**config.mk**
```make
export PLATFORM = sky130hd
export DESIGN_NAME = muldiv_sequencer
export DESIGN_NICKNAME = d
export VERILOG_FILES = /design/src/rtl/calc_pkg.sv /design/src/rtl/muldiv_dp.sv /design/src/rtl/muldiv_sequencer.sv
export SDC_FILE = /design/constraint.sdc
export NUM_CORES = 1
export LEC_CHECK = 0
export ABC_AREA = 0
export CORE_MARGIN = 2
export CORE_UTILIZATION = 55
export DETAILED_ROUTE_END_ITERATION = 8
export GPL_ROUTABILITY_DRIVEN = 0
export HOLD_SLACK_MARGIN = 0.02
export PLACE_DENSITY = 0.82
export SLEW_MARGIN = 25
export SYNTH_ARGS = -nofsm -noshare
export SYNTH_HDL_FRONTEND = slang
export SYNTH_SLANG_ARGS = --single-unit
```
**constraint.sdc**
```tcl
create_clock -name Clk -period 4.7 [get_ports Clk]
set_input_delay 0.94 -clock Clk [delete_from_list [all_inputs] [get_ports Clk]]
set_output_delay 0.94 -clock Clk [all_outputs]
set_load 0.03 [all_outputs]
```
**src/rtl/calc_pkg.sv**
```systemverilog
// Shared calculator encodings: one-hot sequencer states and the MUL/DIV op code.
package calc_pkg;

  localparam logic OP_MUL = 1'b0;
  localparam logic OP_DIV = 1'b1;

  typedef enum logic [4:0] {
    S_IDLE   = 5'b00001,
    S_LOAD   = 5'b00010,
    S_MUL_IT = 5'b00100,
    S_DIV_IT = 5'b01000,
    S_FINISH = 5'b10000
  } state_t;

endpackage

```
**src/rtl/muldiv_dp.sv**
```systemverilog
// Shared WIDTH+1-bit add/sub with the acc ({hi,lo} / {rem,quo}) and operand registers.
// MULDIV_EARLY_TERM_EN adds the early-exit detect and the right-align barrel shift.
module muldiv_dp
  import calc_pkg::*;
#(
  parameter int WIDTH = 16
) (
  input  logic                     clk,
  input  logic                     rst_n,
  input  logic                     clr,
  input  logic                     load,
  input  logic                     step,
  input  logic                     op,
  input  logic [WIDTH-1:0]         a,
  input  logic [WIDTH-1:0]         b,
`ifdef MULDIV_EARLY_TERM_EN
  input  logic [$clog2(WIDTH)-1:0] cnt,
  output logic                     early,
`endif
  output logic                     hi_nz,
  output logic [2*WIDTH-1:0]       acc
);

  logic [WIDTH-1:0]   opnd;
  logic [WIDTH-1:0]   sh_rem;
  logic [WIDTH:0]     x;
  logic [WIDTH:0]     y;
  logic [WIDTH:0]     sum;
  logic               ge;
  logic [2*WIDTH-1:0] mul_nxt;
  logic [2*WIDTH-1:0] mul_fin;
  logic [2*WIDTH-1:0] div_nxt;
  logic [2*WIDTH-1:0] acc_nxt;
`ifdef MULDIV_EARLY_TERM_EN
  logic [WIDTH-1:0]   mask;
`endif

  always_comb begin
    sh_rem = acc[2*WIDTH-2:WIDTH-1];
    // One adder: DIV subtracts via inverted operand plus carry-in
    if (op == OP_DIV) begin
      x = {1'b0, sh_rem};
      y = ~{1'b0, opnd};
    end else begin
      x = {1'b0, acc[2*WIDTH-1:WIDTH]};
      y = acc[0] ? {1'b0, opnd} : '0;
    end
    sum     = x + y + {{WIDTH{1'b0}}, (op == OP_DIV)};
    ge      = ~sum[WIDTH];
    mul_nxt = {sum, acc[WIDTH-1:1]};
    div_nxt = {(ge ? sum[WIDTH-1:0] : sh_rem), acc[WIDTH-2:0], ge};
`ifdef MULDIV_EARLY_TERM_EN
    // Low cnt bits of lo still hold unconsumed multiplier bits
    mask    = (WIDTH'(1) << cnt) - WIDTH'(1);
    early   = ((mul_nxt[WIDTH-1:0] & mask) == '0);
    mul_fin = early ? (mul_nxt >> cnt) : mul_nxt;
`else
    mul_fin = mul_nxt;
`endif
    hi_nz = |mul_fin[2*WIDTH-1:WIDTH];

    acc_nxt = acc;
    if (clr) begin
      acc_nxt = '0;
    end else if (load) begin
      acc_nxt = {{WIDTH{1'b0}}, ((op == OP_DIV) ? a : b)};
    end else if (step) begin
      acc_nxt = (op == OP_DIV) ? div_nxt : mul_fin;
    end
  end

  always_ff @(posedge clk or negedge rst_n) begin
    if (!rst_n) begin
      acc  <= '0;
      opnd <= '0;
    end else begin
      acc <= acc_nxt;
      if (load) opnd <= (op == OP_DIV) ? b : a;
    end
  end

endmodule

```
**src/rtl/muldiv_sequencer.sv**
```systemverilog
// MUL/DIV sequencer: FSM, iteration counter, status flags; arithmetic lives in muldiv_dp.
// MULDIV_EARLY_TERM_EN lets MUL exit once the remaining multiplier bits are zero.
module muldiv_sequencer
  import calc_pkg::*;
#(
  parameter int WIDTH = 16
) (
  input  logic               Clk,
  input  logic               Reset,
  input  logic               Start,
  input  logic               Op,
  input  logic [WIDTH-1:0]   A,
  input  logic [WIDTH-1:0]   B,
  output logic               Busy,
  output logic               Done,
  output logic [2*WIDTH-1:0] Result,
  output logic               Flag,
  output logic               Err
);

  localparam int CNT_W = $clog2(WIDTH);

  state_t           state;
  logic             op_q;
  logic [CNT_W-1:0] cnt;
  logic             accept;
  logic             div0;
  logic             dp_clr;
  logic             dp_load;
  logic             dp_step;
  logic             dp_op;
  logic             hi_nz;
  logic             mul_exit;

  always_comb begin
    accept  = (state == S_IDLE) && Start;
    div0    = (Op == OP_DIV) && (B == '0);
    // Operands go straight into the datapath on the Start edge; LOAD only arms the counter
    dp_clr  = accept && div0;
    dp_load = accept && !div0;
    dp_step = (state == S_MUL_IT) || (state == S_DIV_IT);
    dp_op   = (state == S_IDLE) ? Op : op_q;
  end

`ifdef MULDIV_EARLY_TERM_EN
  logic early;
  assign mul_exit = early;
`else
  assign mul_exit = (cnt == '0);
`endif

  muldiv_dp #(
    .WIDTH(WIDTH)
  ) u_dp (
    .clk   (Clk),
    .rst_n (Reset),
    .clr   (dp_clr),
    .load  (dp_load),
    .step  (dp_step),
    .op    (dp_op),
    .a     (A),
    .b     (B),
`ifdef MULDIV_EARLY_TERM_EN
    .cnt   (cnt),
    .early (early),
`endif
    .hi_nz (hi_nz),
    .acc   (Result)
  );

  always_ff @(posedge Clk or negedge Reset) begin
    if (!Reset) begin
      state <= S_IDLE;
      op_q  <= OP_MUL;
      cnt   <= '0;
      Busy  <= 1'b0;
      Done  <= 1'b0;
      Flag  <= 1'b0;
      Err   <= 1'b0;
    end else begin
      Done <= 1'b0;
      case (state)
        S_IDLE: begin
          if (Start) begin
            op_q <= Op;
            Flag <= 1'b0;
            Err  <= div0;
            if (div0) begin
              Done  <= 1'b1;
              state <= S_FINISH;
            end else begin
              Busy  <= 1'b1;
              state <= S_LOAD;
            end
          end
        end
        S_LOAD: begin
          cnt   <= CNT_W'(WIDTH - 1);
          state <= (op_q == OP_DIV) ? S_DIV_IT : S_MUL_IT;
        end
        S_MUL_IT: begin
          cnt <= cnt - 1'b1;
          if (mul_exit) begin
            Done  <= 1'b1;
            Flag  <= hi_nz;
            state <= S_FINISH;
          end
        end
        S_DIV_IT: begin
          cnt <= cnt - 1'b1;
          if (cnt == '0) begin
            Done  <= 1'b1;
            state <= S_FINISH;
          end
        end
        S_FINISH: begin
          Busy  <= 1'b0;
          state <= S_IDLE;
        end
        default: begin
          Busy  <= 1'b0;
          state <= S_IDLE;
        end
      endcase
    end
  end

endmodule

```
==> reports/metrics.yaml <==
status: "finished, final reports clean"
pwr-share-clk: 0.109
slew_headroom: 0.494
period_minus_slack_ps: 4460
grt_max_degree: 40
setup_viol: 0
p_seq_frac: 0.214
power.density_nw_per_um2: 791
ant_nets: 0
via_per_inst: 5.96
skew_ps: 13.2
end_kind: "flip-flop"
synth_seq_cells: 62
wl_per_cell_um: 16.3
diodes: 0
cts_hold_buffers: 0
fin_util: 0.685
cts_sinks: 62
grt_pass1_vias: 4095
clk_latency_ps: 350
syn_to_final_growth_pct: 22.8
hpwlAfterDp_um: 8630
syn_inst: 545
critPathMaxFanout: 8
combPwrFrac: 0.677
wl_um: 11700
cts.path.max_buffers: 2
max_cap_violations: 0
crit_type: "flip-flop to flip-flop"
fmax_ghz: 0.224
synth_cell_types: 52
total_power_mw: 4.39
whs_ps: 480
seqCellArea_um2: 1550
hp-class: "flip-flop to flip-flop"
drt_first_iter_violations: 223
cts_made_buffers: 9
vias: 4292
drive_gt1_frac: 0.0862
fin_nets: 665
die_area_um2: 8950
synth_edf_count: 0
sw_frac_of_total: 0.498
synth_area_per_cell_um2: 8.29
fillers: 674
coreArea_um2: 8090
arrival_ps: 4670
drc: 0
fp.dieW_um: 94.6
initial_core_util: 0.558
setup_tns_ps: 0
htreeDepth: 3
portBuffers: 71
clkTransAtPathRegs_ps: 80
post_cts_buffers: 0
synth_flop_cell: "dfrtp_1"
yosysWarnings: 0
hold_viol: 0
slew_viol_final: 0
ys_seq_area_frac: 0.344
start_kind: "flip-flop"
dr.pass1.iters: 4
synth_nets: 600
tritoncts: "yes"
grt-ovfl-total: 0
cp.required_ps: 4910
rows: 33
grt_pass1_wl_um: 19600
p_int_mw: 2.20
fp.dieH_um: 94.6
pin_count: 72
worst_pin_slew_ps: 753
switchingPower_mw: 2.19
grt_usage: 0.279
antenna_found_initial: 0
netlist_area_um2: 4520
period_share: 0.948
p_leak_nw: 2.54
ir_drop_mv: 0.424
async_flop_share: 1.00
cts_root_buffer: "clkbuf_8"
multi_input_area_um2: 2760
-- flip-flops by register name, indices dropped and copies added (netlist names) --
signal	count
u_dp.acc	32
u_dp.opnd	16
state	5
cnt	4
Busy	1
Done	1
Err	1
Flag	1
op_q	1
-- layer usage --
| metal | up-vias | track usage | share of wire |
|---|---|---|---|
| li1 | 2099 | - | - |
| met3 | 20 | 0.0447 | 0.049 |
| met4 | 0 | 0.0894 | 0.018 |
| met2 | 149 | 0.452 | 0.47 |
| met1 | 2024 | 0.383 | 0.46 |
| met5 | - | 0 | 0 |
-- area by class of cell --
type	instances	area share
clock inverters	6	0.0126
repair buffers	90	0.153
inverters	14	0.00948
flip-flops and latches	62	0.280
multi-input cells	433	0.498
clock buffers	10	0.0230
well taps	105	0.0237
-- cell usage after synthesis, drive strengths merged, types with 9 or more instances --
library cell,instances,area share
nand2b,13,0.018
ha,17,0.047
buf,20,0.022
a22o,26,0.050
inv,14,0.012
nor2,37,0.031
nor3,9,0.010
mux2i,27,0.060
clkbuf,16,0.013
dfrtp,61,0.34
a21oi,41,0.050
nand2,104,0.086
o211ai,16,0.027
o21ai,64,0.071
-- path summary, 6_finish.rpt --
check | slack, ps | endpoint | cells past startpoint | startpoint
max in group asynchronous | 3210 | u_dp.opnd[6] | 2 | Reset
hold reg to reg | 480 | cnt[3] | 1 | cnt[3]
setup reg to reg | 240 | Flag | 17 | state[1]
setup / recovery | 240 | Flag | 17 | state[1]
hold / removal | 480 | cnt[3] | 1 | cnt[3]
min in group asynchronous | 580 | u_dp.acc[30] | 1 | Reset
-- through the flow --
stage	setup WS, ps	instance area [µm²]	instances
6_report	243	5550	720
5_1_grt	-2.86	5550	720
4_1_cts	230	5540	720
3_5_place_dp	-32.2	5340	704
3_3_place_gp	105	5340	704
2_1_floorplan	355	4520	545
-- power groups by stage --
stage	registers (mW)	clock network [mW]	logic, mW
3_3_place_gp	0.934	0	2.83
6_report	0.938	0.479	2.97
5_1_grt	0.970	0.507	3.27
2_1_floorplan	1.08	0	2.00
3_5_place_dp	0.939	0	2.92
4_1_cts	0.935	0.485	2.94
-- logic make-up after synthesis --
| kind of cell | count (synthesis) | synth area share |
|---|---|---|
| fa+ha+maj | 19 | 0.0560 |
| simple gates | 191 | 0.188 |
| mux | 36 | 0.0922 |
| xor+xnor | 13 | 0.0252 |
| compound gates | 174 | 0.247 |
| flops | 62 | 0.344 |
| buf+inv | 50 | 0.0474 |
-- layout by cell type, fill, tap and decap left out, drive strengths merged, types with 3 or more instances in the layout --
cell | netlist | routed
o21ai | 64 | 64
nor4 | 6 | 6
a22o | 26 | 26
buf | 20 | 20
a21oi | 41 | 41
nor3 | 9 | 9
a31oi | 3 | 3
ha | 17 | 17
dfrtp | 61 | 61
clkdlybuf4s50 | 0 | 70
inv | 14 | 15
nand3 | 4 | 4
clkinv | 0 | 4
clkbuf | 16 | 10
o211ai | 16 | 16
xnor2 | 6 | 6
o21a | 3 | 3
mux2 | 5 | 5
nand2b | 13 | 13
mux2i | 27 | 27
xor2 | 7 | 7
nand2 | 104 | 104
nor2 | 37 | 37
a21o | 4 | 4
mux4 | 4 | 4
nand3b | 3 | 3
-- what timing repair did --
action                                 in CTS  in global routing
setup endpoints to repair                   0                  3
resized for setup                           0                  1
endpoints found under the hold margin       0                  0
-- worst max-delay path, cell delays in order, from the launching register on --
cell and delay [ps]:
dfrtp_1 460, nor4_1 340, and2_1 250, mux2_2 430
inv_2 120, nand2_1 80, nand2_1 60, o21ai_0 130
fa_1 460, fa_1 430, nand2b_1 190, a21oi_1 250
or4b_4 230, a21oi_1 80, xnor2_1 150, nor4_1 310
and4_1 230, a41oi_1 120
Note: power is estimated with default switching activity, not from simulation.
